### config.mk
export PLATFORM = sky130hd
export DESIGN_NAME = mr_move_dma
export DESIGN_NICKNAME = d
export VERILOG_FILES = /design/src/rtl/mr_move_dma.sv
export SDC_FILE = /design/constraint.sdc
export NUM_CORES = 1
export LEC_CHECK = 0
export BUFFER_PORTS_ARGS = -buffer_cell sky130_fd_sc_hd__clkbuf_2
export CAP_MARGIN = 30
export CELL_PAD_IN_SITES_DETAIL_PLACEMENT = 0
export CELL_PAD_IN_SITES_GLOBAL_PLACEMENT = 1
export CORE_ASPECT_RATIO = 1.5
export CORE_MARGIN = 5
export CORE_UTILIZATION = 41
export CTS_BUF_LIST = sky130_fd_sc_hd__clkbuf_8
export DETAILED_ROUTE_END_ITERATION = 10
export PLACE_DENSITY = 0.83
export SETUP_SLACK_MARGIN = 0.2
export SLEW_MARGIN = 10
export SYNTH_ARGS = -nofsm -noshare
export SYNTH_HDL_FRONTEND = slang
export SYNTH_SLANG_ARGS = --single-unit
### constraint.sdc
create_clock -name CLK -period 4.8 [get_ports CLK]
set_clock_uncertainty 0.05 [all_clocks]
set_input_delay 0.96 -clock CLK [delete_from_list [all_inputs] [get_ports CLK]]
set_output_delay 0.96 -clock CLK [all_outputs]
set_load 0.01 [all_outputs]
### src/rtl/mr_move_dma.sv
// rtl/mr_move_dma.sv - block-move DMA engine that borrows the SRC/DST move bus via HOLD_REQ/HOLD_ACK
module mr_move_dma #(
  parameter int MAX_BURST    = 8,
  parameter int YIELD_CYCLES = 2
) (
  input  logic        CLK,
  input  logic        RST,
  input  logic        START,
  input  logic        ABORT,
  input  logic [15:0] SRC_BASE,
  input  logic [15:0] DST_BASE,
  input  logic [15:0] COUNT,
  input  logic        SRC_INC,
  input  logic        DST_INC,
  output logic        HOLD_REQ,
  input  logic        HOLD_ACK,
  output logic        BUS_EN,
  output logic [15:0] SRC,
  output logic [15:0] DST,
  input  logic [15:0] D_IN,
  output logic [15:0] D_OUT,
  output logic        STO,
  output logic        BUSY,
  output logic        DONE,
  output logic        ABORTED,
  output logic [15:0] REMAIN
);

  // IDLE must encode as 0 so that reset leaves every output low.
  typedef enum logic [2:0] {
    S_IDLE  = 3'd0,
    S_REQ   = 3'd1,
    S_RD    = 3'd2,
    S_WR    = 3'd3,
    S_YIELD = 3'd4,
    S_FIN   = 3'd5
  } state_t;

  state_t      state_q, state_d;
  logic [15:0] src_ptr_q, src_ptr_d;
  logic [15:0] dst_ptr_q, dst_ptr_d;
  logic [15:0] remain_q, remain_d;
  logic [15:0] data_q, data_d;
  logic [15:0] burst_q, burst_d;
  logic [15:0] yield_cnt_q, yield_cnt_d;
  logic        src_inc_q, src_inc_d;
  logic        dst_inc_q, dst_inc_d;
  logic        aborted_q, aborted_d;

  // State and datapath registers; asynchronous reset clears everything.
  always_ff @(posedge CLK or posedge RST) begin
    if (RST) begin
      state_q     <= S_IDLE;
      src_ptr_q   <= 16'd0;
      dst_ptr_q   <= 16'd0;
      remain_q    <= 16'd0;
      data_q      <= 16'd0;
      burst_q     <= 16'd0;
      yield_cnt_q <= 16'd0;
      src_inc_q   <= 1'b0;
      dst_inc_q   <= 1'b0;
      aborted_q   <= 1'b0;
    end else begin
      state_q     <= state_d;
      src_ptr_q   <= src_ptr_d;
      dst_ptr_q   <= dst_ptr_d;
      remain_q    <= remain_d;
      data_q      <= data_d;
      burst_q     <= burst_d;
      yield_cnt_q <= yield_cnt_d;
      src_inc_q   <= src_inc_d;
      dst_inc_q   <= dst_inc_d;
      aborted_q   <= aborted_d;
    end
  end

  // Next-state and datapath updates; ABORT is only honoured at move boundaries.
  always_comb begin
    state_d     = state_q;
    src_ptr_d   = src_ptr_q;
    dst_ptr_d   = dst_ptr_q;
    remain_d    = remain_q;
    data_d      = data_q;
    burst_d     = burst_q;
    yield_cnt_d = yield_cnt_q;
    src_inc_d   = src_inc_q;
    dst_inc_d   = dst_inc_q;
    aborted_d   = aborted_q;
    case (state_q)
      S_IDLE: begin
        // START beats a simultaneous ABORT: ABORT is not looked at here.
        if (START) begin
          src_ptr_d = SRC_BASE;
          dst_ptr_d = DST_BASE;
          remain_d  = COUNT;
          src_inc_d = SRC_INC;
          dst_inc_d = DST_INC;
          burst_d   = 16'd0;
          aborted_d = 1'b0;
          state_d   = (COUNT != 16'd0) ? S_REQ : S_FIN;
        end
      end
      S_REQ: begin
        if (ABORT) begin
          aborted_d = 1'b1;
          state_d   = S_FIN;
        end else if (HOLD_ACK) begin
          state_d = S_RD;
        end
      end
      S_RD: begin
        data_d = D_IN;
        if (ABORT) begin
          aborted_d = 1'b1;
          state_d   = S_FIN;
        end else begin
          state_d = S_WR;
        end
      end
      S_WR: begin
        // The write in this cycle always completes, even when ABORT is high.
        if (remain_q != 16'd0) remain_d = remain_q - 16'd1;
        src_ptr_d = src_ptr_q + {15'd0, src_inc_q};
        dst_ptr_d = dst_ptr_q + {15'd0, dst_inc_q};
        burst_d   = burst_q + 16'd1;
        if (remain_d == 16'd0) begin
          state_d = S_FIN;
        end else if (ABORT) begin
          aborted_d = 1'b1;
          state_d   = S_FIN;
        end else if (burst_d == 16'(MAX_BURST)) begin
          burst_d     = 16'd0;
          yield_cnt_d = 16'd0;
          state_d     = S_YIELD;
        end else begin
          state_d = S_RD;
        end
      end
      S_YIELD: begin
        if (ABORT) begin
          aborted_d = 1'b1;
          state_d   = S_FIN;
        end else if (yield_cnt_q == 16'(YIELD_CYCLES - 1)) begin
          state_d = S_REQ;
        end else begin
          yield_cnt_d = yield_cnt_q + 16'd1;
        end
      end
      S_FIN: state_d = S_IDLE;
      default: state_d = S_IDLE;
    endcase
  end

  // Bus-side outputs decode straight from state so they drop with async reset.
  assign HOLD_REQ = (state_q == S_REQ) || (state_q == S_RD) || (state_q == S_WR);
  assign BUS_EN   = (state_q == S_RD) || (state_q == S_WR);
  assign SRC      = (state_q == S_RD) ? src_ptr_q : 16'd0;
  assign DST      = (state_q == S_WR) ? dst_ptr_q : 16'd0;
  assign D_OUT    = (state_q == S_WR) ? data_q : 16'd0;
  assign STO      = (state_q == S_WR);
  assign BUSY     = (state_q != S_IDLE);
  assign DONE     = (state_q == S_FIN);
  assign ABORTED  = aborted_q;
  assign REMAIN   = remain_q;

endmodule
==> run_summary.xml <==
<?xml version="1.0" encoding="UTF-8"?>
<metrics>
  <group name="floorplanning">
    <metric name="core.rowCount" unit="">55</metric>
    <metric name="floorplan.die.width" unit="um">110.2</metric>
    <metric name="ios" unit="">141</metric>
    <metric name="die_area" unit="um^2">17670</metric>
    <metric name="core_area" unit="um^2">14930</metric>
    <metric name="floorplan.die.height" unit="um">160.3</metric>
    <metric name="start_util" unit="%">41.35</metric>
  </group>
  <group name="power">
    <metric name="power.static_leakage" unit="nW">3.420</metric>
    <metric name="max-vdd-ir-drop" unit="V">0.0002474</metric>
    <metric name="pwr_density_cell" unit="nW/um^2">547.2</metric>
  </group>
  <group name="clock_network">
    <metric name="root_buffer" unit="">sky130_fd_sc_hd__clkbuf_8</metric>
    <metric name="tritoncts" unit="">done</metric>
    <metric name="ctsHtreeMaxLevel" unit="">3</metric>
    <metric name="ctsHoldBuffers" unit="">0</metric>
    <metric name="post_cts_resized" unit="">0</metric>
    <metric name="cts.sinks" unit="">102</metric>
    <metric name="clk_pin_slew_worst_paths" unit="ns">0.11</metric>
    <metric name="insertion_delay" unit="ns">0.38</metric>
    <metric name="ctsLongestPathBuffers" unit="">2</metric>
    <metric name="cts_post_setup_buffers_inserted" unit="">0</metric>
    <metric name="numCtsBuffers" unit="">9</metric>
  </group>
  <group name="worst_setup_path">
    <metric name="delay_of_the_slowest_cell_on_the_worst_path" unit="ns">0.69</metric>
    <metric name="critPathRequiredTime" unit="ns">5.06</metric>
    <metric name="worst_ep_arrival_time" unit="ns">4.03</metric>
    <metric name="timing.critical_path.slowest_stage_cell" unit="">sky130_fd_sc_hd__a31oi_2</metric>
    <metric name="cp-end-kind" unit="">flip-flop</metric>
    <metric name="worst_setup_path_category" unit="">reg2reg</metric>
    <metric name="worst_setup_path_start_kind" unit="">flip-flop</metric>
    <metric name="path_common_cell" unit="">sky130_fd_sc_hd__nand4_2</metric>
    <metric name="crit_path_cell_trace" unit="">inv_1, ha_1, nor3b_1, nand4_2, o31a_1, nor4_2, nand4_2, a31oi_2, o21ai_0, a31oi_1</metric>
    <metric name="critical_path_peak_fanout" unit="">15</metric>
  </group>
  <group name="final_layout">
    <metric name="area.growth.synth_to_final" unit="%">17.12</metric>
    <metric name="nFillCells" unit="">1552</metric>
    <metric name="area_used_by_multi_input_combinational_logic" unit="um^2">3354</metric>
    <metric name="fin_nets" unit="">935</metric>
    <metric name="register_area" unit="um^2">2552</metric>
    <metric name="postLayoutCellArea" unit="um^2">7232</metric>
    <metric name="commonest_non_fill_non_tap_cells_in_the_layout" unit="">sky130_fd_sc_hd__clkbuf_2, sky130_fd_sc_hd__dfrtp_1, sky130_fd_sc_hd__nor2_1</metric>
    <metric name="layout_commonest_cell" unit="">sky130_fd_sc_hd__clkbuf_2</metric>
    <metric name="post_route_cells_drive_above_1_share" unit="%">23.46</metric>
  </group>
  <group name="timing">
    <metric name="rsz_0062_raised_after_global_routing" unit="">no</metric>
    <metric name="layout_worst_path_cycle_share" unit="%">78.58</metric>
    <metric name="timing.final.crit_period" unit="ns">3.772</metric>
    <metric name="final_number_of_hold_violating_endpoints" unit="">0</metric>
    <metric name="slew-limit-headroom" unit="%">41.64</metric>
    <metric name="slew_violations" unit="">0</metric>
    <metric name="worstMarginPinSlew" unit="ns">0.8722</metric>
    <metric name="final.setup.tns" unit="ns">0</metric>
    <metric name="achievable-frequency" unit="MHz">265.1</metric>
    <metric name="finalSetupViolCount" unit="">0</metric>
  </group>
  <group name="synth">
    <metric name="synth_area_per_cell" unit="um^2">8.355</metric>
    <metric name="post_synth_inst_count" unit="">739</metric>
    <metric name="asyncSetResetFlopFracSynth" unit="%">100.0</metric>
    <metric name="yosys_register_bits" unit="">102</metric>
    <metric name="seq_area_frac_synth" unit="%">41.34</metric>
    <metric name="synth-main-ff-cell" unit="">sky130_fd_sc_hd__dfrtp_1</metric>
    <metric name="synth_fp_nets" unit="">818</metric>
    <metric name="netlist-cell-type-count" unit="">63</metric>
    <metric name="syn-cell-area" unit="um^2">6175</metric>
    <metric name="post_synth_edffs" unit="">0</metric>
    <metric name="synth_warnings" unit="">0</metric>
  </group>
  <group name="global_route">
    <metric name="grt_start_max_net_pins" unit="">55</metric>
    <metric name="grt_util_all_layers" unit="%">21.16</metric>
    <metric name="grt_pass1_vias" unit="">5817</metric>
    <metric name="grt_first_pass_wirelength" unit="um">29930</metric>
    <metric name="grt_overflow_total" unit="">0</metric>
    <metric name="grt_antenna_before_repair" unit="">1</metric>
  </group>
  <group name="drt">
    <metric name="drcViolationCount" unit="">0</metric>
    <metric name="first_pass_iters" unit="">4</metric>
    <metric name="drt_first_iter_violations" unit="">293</metric>
    <metric name="wirelength" unit="um">18570</metric>
    <metric name="drt-vias-per-instance" unit="">5.641</metric>
    <metric name="via_count" unit="">5985</metric>
    <metric name="drt.antenna.violating_nets" unit="">0</metric>
    <metric name="route.detailed.wl_per_inst" unit="um">17.51</metric>
  </group>
  <group name="job">
    <metric name="max-cap-violations" unit="">0</metric>
  </group>
  <group name="outcome">
    <metric name="run_status" unit="">completed</metric>
  </group>
  <group name="place">
    <metric name="portBuffers" unit="">140</metric>
    <metric name="routability_congestion_estimate_from_global_placement" unit="">0.8624</metric>
    <metric name="area_after_dpl" unit="um^2">7028</metric>
    <metric name="hpwlAfterDp" unit="um">13230</metric>
  </group>
  <group name="worst_hold_path">
    <metric name="timing.hold.worst.class" unit="">in2async</metric>
  </group>
</metrics>
==> report_power, final <==
| group | switching [W] | internal (W) | leakage [nW] |
|---|---|---|---|
| logic | 0.00104 | 0.000744 | 2.06 |
| clock network | 0.000345 | 0.000200 | 0.0927 |
| registers | 0.000432 | 0.00120 | 1.26 |
| total | 0.00182 | 0.00214 | 3.42 |
==> registers in the layout, summed over array words and instances (netlist names) <==
| register | cells |
|---|---|
| REMAIN | 16 |
| ABORTED | 1 |
| data_q | 16 |
| state_q | 3 |
| dst_ptr_q | 16 |
| yield_cnt_q | 16 |
| src_inc_q | 1 |
| src_ptr_q | 16 |
| dst_inc_q | 1 |
| burst_q | 16 |
==> cells by family (layout without fill, tap and decap cells) <==
logic type,after synthesis,count (layout),synth area share (%)
other cells,0,1,0
xor+xnor,8,8,1.135
compound gates,188,188,19.37
mux,20,20,3.587
fa+ha+maj,8,8,1.621
simple gates,344,344,28.57
buf+inv,69,191,4.377
flops,102,102,41.34
==> worst max-delay path, delay by kind of cell, from the launching register on <==
family	cells	cell delay, ns
AOI/OAI and AO/OA	4	1.45
and+or+nand+nor	4	1.33
buffers and inverters	1	0.11
adders and majority gates	1	0.26
DFF	1	0.48
==> final cells by class <==
cell class,count,area share (%)
Tap cell,199,3.443
Antenna cell,1,0.03460
Sequential cell,102,35.29
Inverter,23,1.228
Timing Repair Buffer,152,11.04
Clock buffer,9,1.713
Multi-Input combinational cell,568,46.38
Clock inverter,7,0.8651
==> path summary, 6_finish.rpt <==
check / start / end / slack (ns) / depth (start not counted)
worst max-delay path: REMAIN[0]$_DFFE_PP0P_ / burst_q[6]$_DFFE_PP0P_ / 1.03 / 10
worst min-delay path: RST / REMAIN[3]$_DFFE_PP0P_ / 0.35 / 2
worst max register to register: REMAIN[0]$_DFFE_PP0P_ / burst_q[6]$_DFFE_PP0P_ / 1.03 / 10
worst min register to register: dst_inc_q$_DFFE_PP0P_ / dst_inc_q$_DFFE_PP0P_ / 0.44 / 2
max in group asynchronous: RST / REMAIN[9]$_DFFE_PP0P_ / 3.48 / 3
min in group CLK: dst_inc_q$_DFFE_PP0P_ / dst_inc_q$_DFFE_PP0P_ / 0.44 / 2
==> Yosys cell counts, types with 7 or more instances <==
library cell / n / area [um^2]
sky130_fd_sc_hd__nand4_1: 13 / 81.33
sky130_fd_sc_hd__mux2_2: 17 / 191.4
sky130_fd_sc_hd__nor4_1: 9 / 56.30
sky130_fd_sc_hd__ha_1: 8 / 100.1
sky130_fd_sc_hd__a31oi_1: 27 / 168.9
sky130_fd_sc_hd__inv_1: 23 / 86.33
sky130_fd_sc_hd__a221o_1: 9 / 90.09
sky130_fd_sc_hd__nor3_1: 25 / 125.1
sky130_fd_sc_hd__a21oi_1: 46 / 230.2
sky130_fd_sc_hd__nor2_1: 84 / 315.3
sky130_fd_sc_hd__nand2_1: 76 / 285.3
sky130_fd_sc_hd__and3_1: 61 / 381.6
sky130_fd_sc_hd__a211oi_1: 7 / 52.55
sky130_fd_sc_hd__nand3_1: 31 / 155.2
sky130_fd_sc_hd__or3_1: 11 / 68.82
sky130_fd_sc_hd__o21ai_0: 52 / 260.3
sky130_fd_sc_hd__dfrtp_1: 102 / 2552
sky130_fd_sc_hd__clkbuf_1: 39 / 146.4
==> routing by layer <==
layer  global-route usage, %  share of wire [%]  wire length [um]
met2                   37.32                 52              9589
met4                   7.731                2.2               401
met1                   26.07                 42              7719
met5                       0                  0                 0
met3                   2.453                4.6               863
==> per-stage QoR <==
stage	hold slack (ns)	utilization (%)	std cells	power, W	setup slack [ns]
floorplan	0.3997	-	739	0.002801	1.115
global placement	0.4246	47.06	1043	0.003392	1.192
detailed placement	0.4288	47.06	1043	0.003422	1.098
CTS	0.3325	48.31	1059	0.003967	1.046
global route	0.3365	48.43	1061	0.004270	0.7157
finish	0.3489	48.43	1061	0.003957	1.028
No activity file was read; power rests on OpenSTA's default activity.
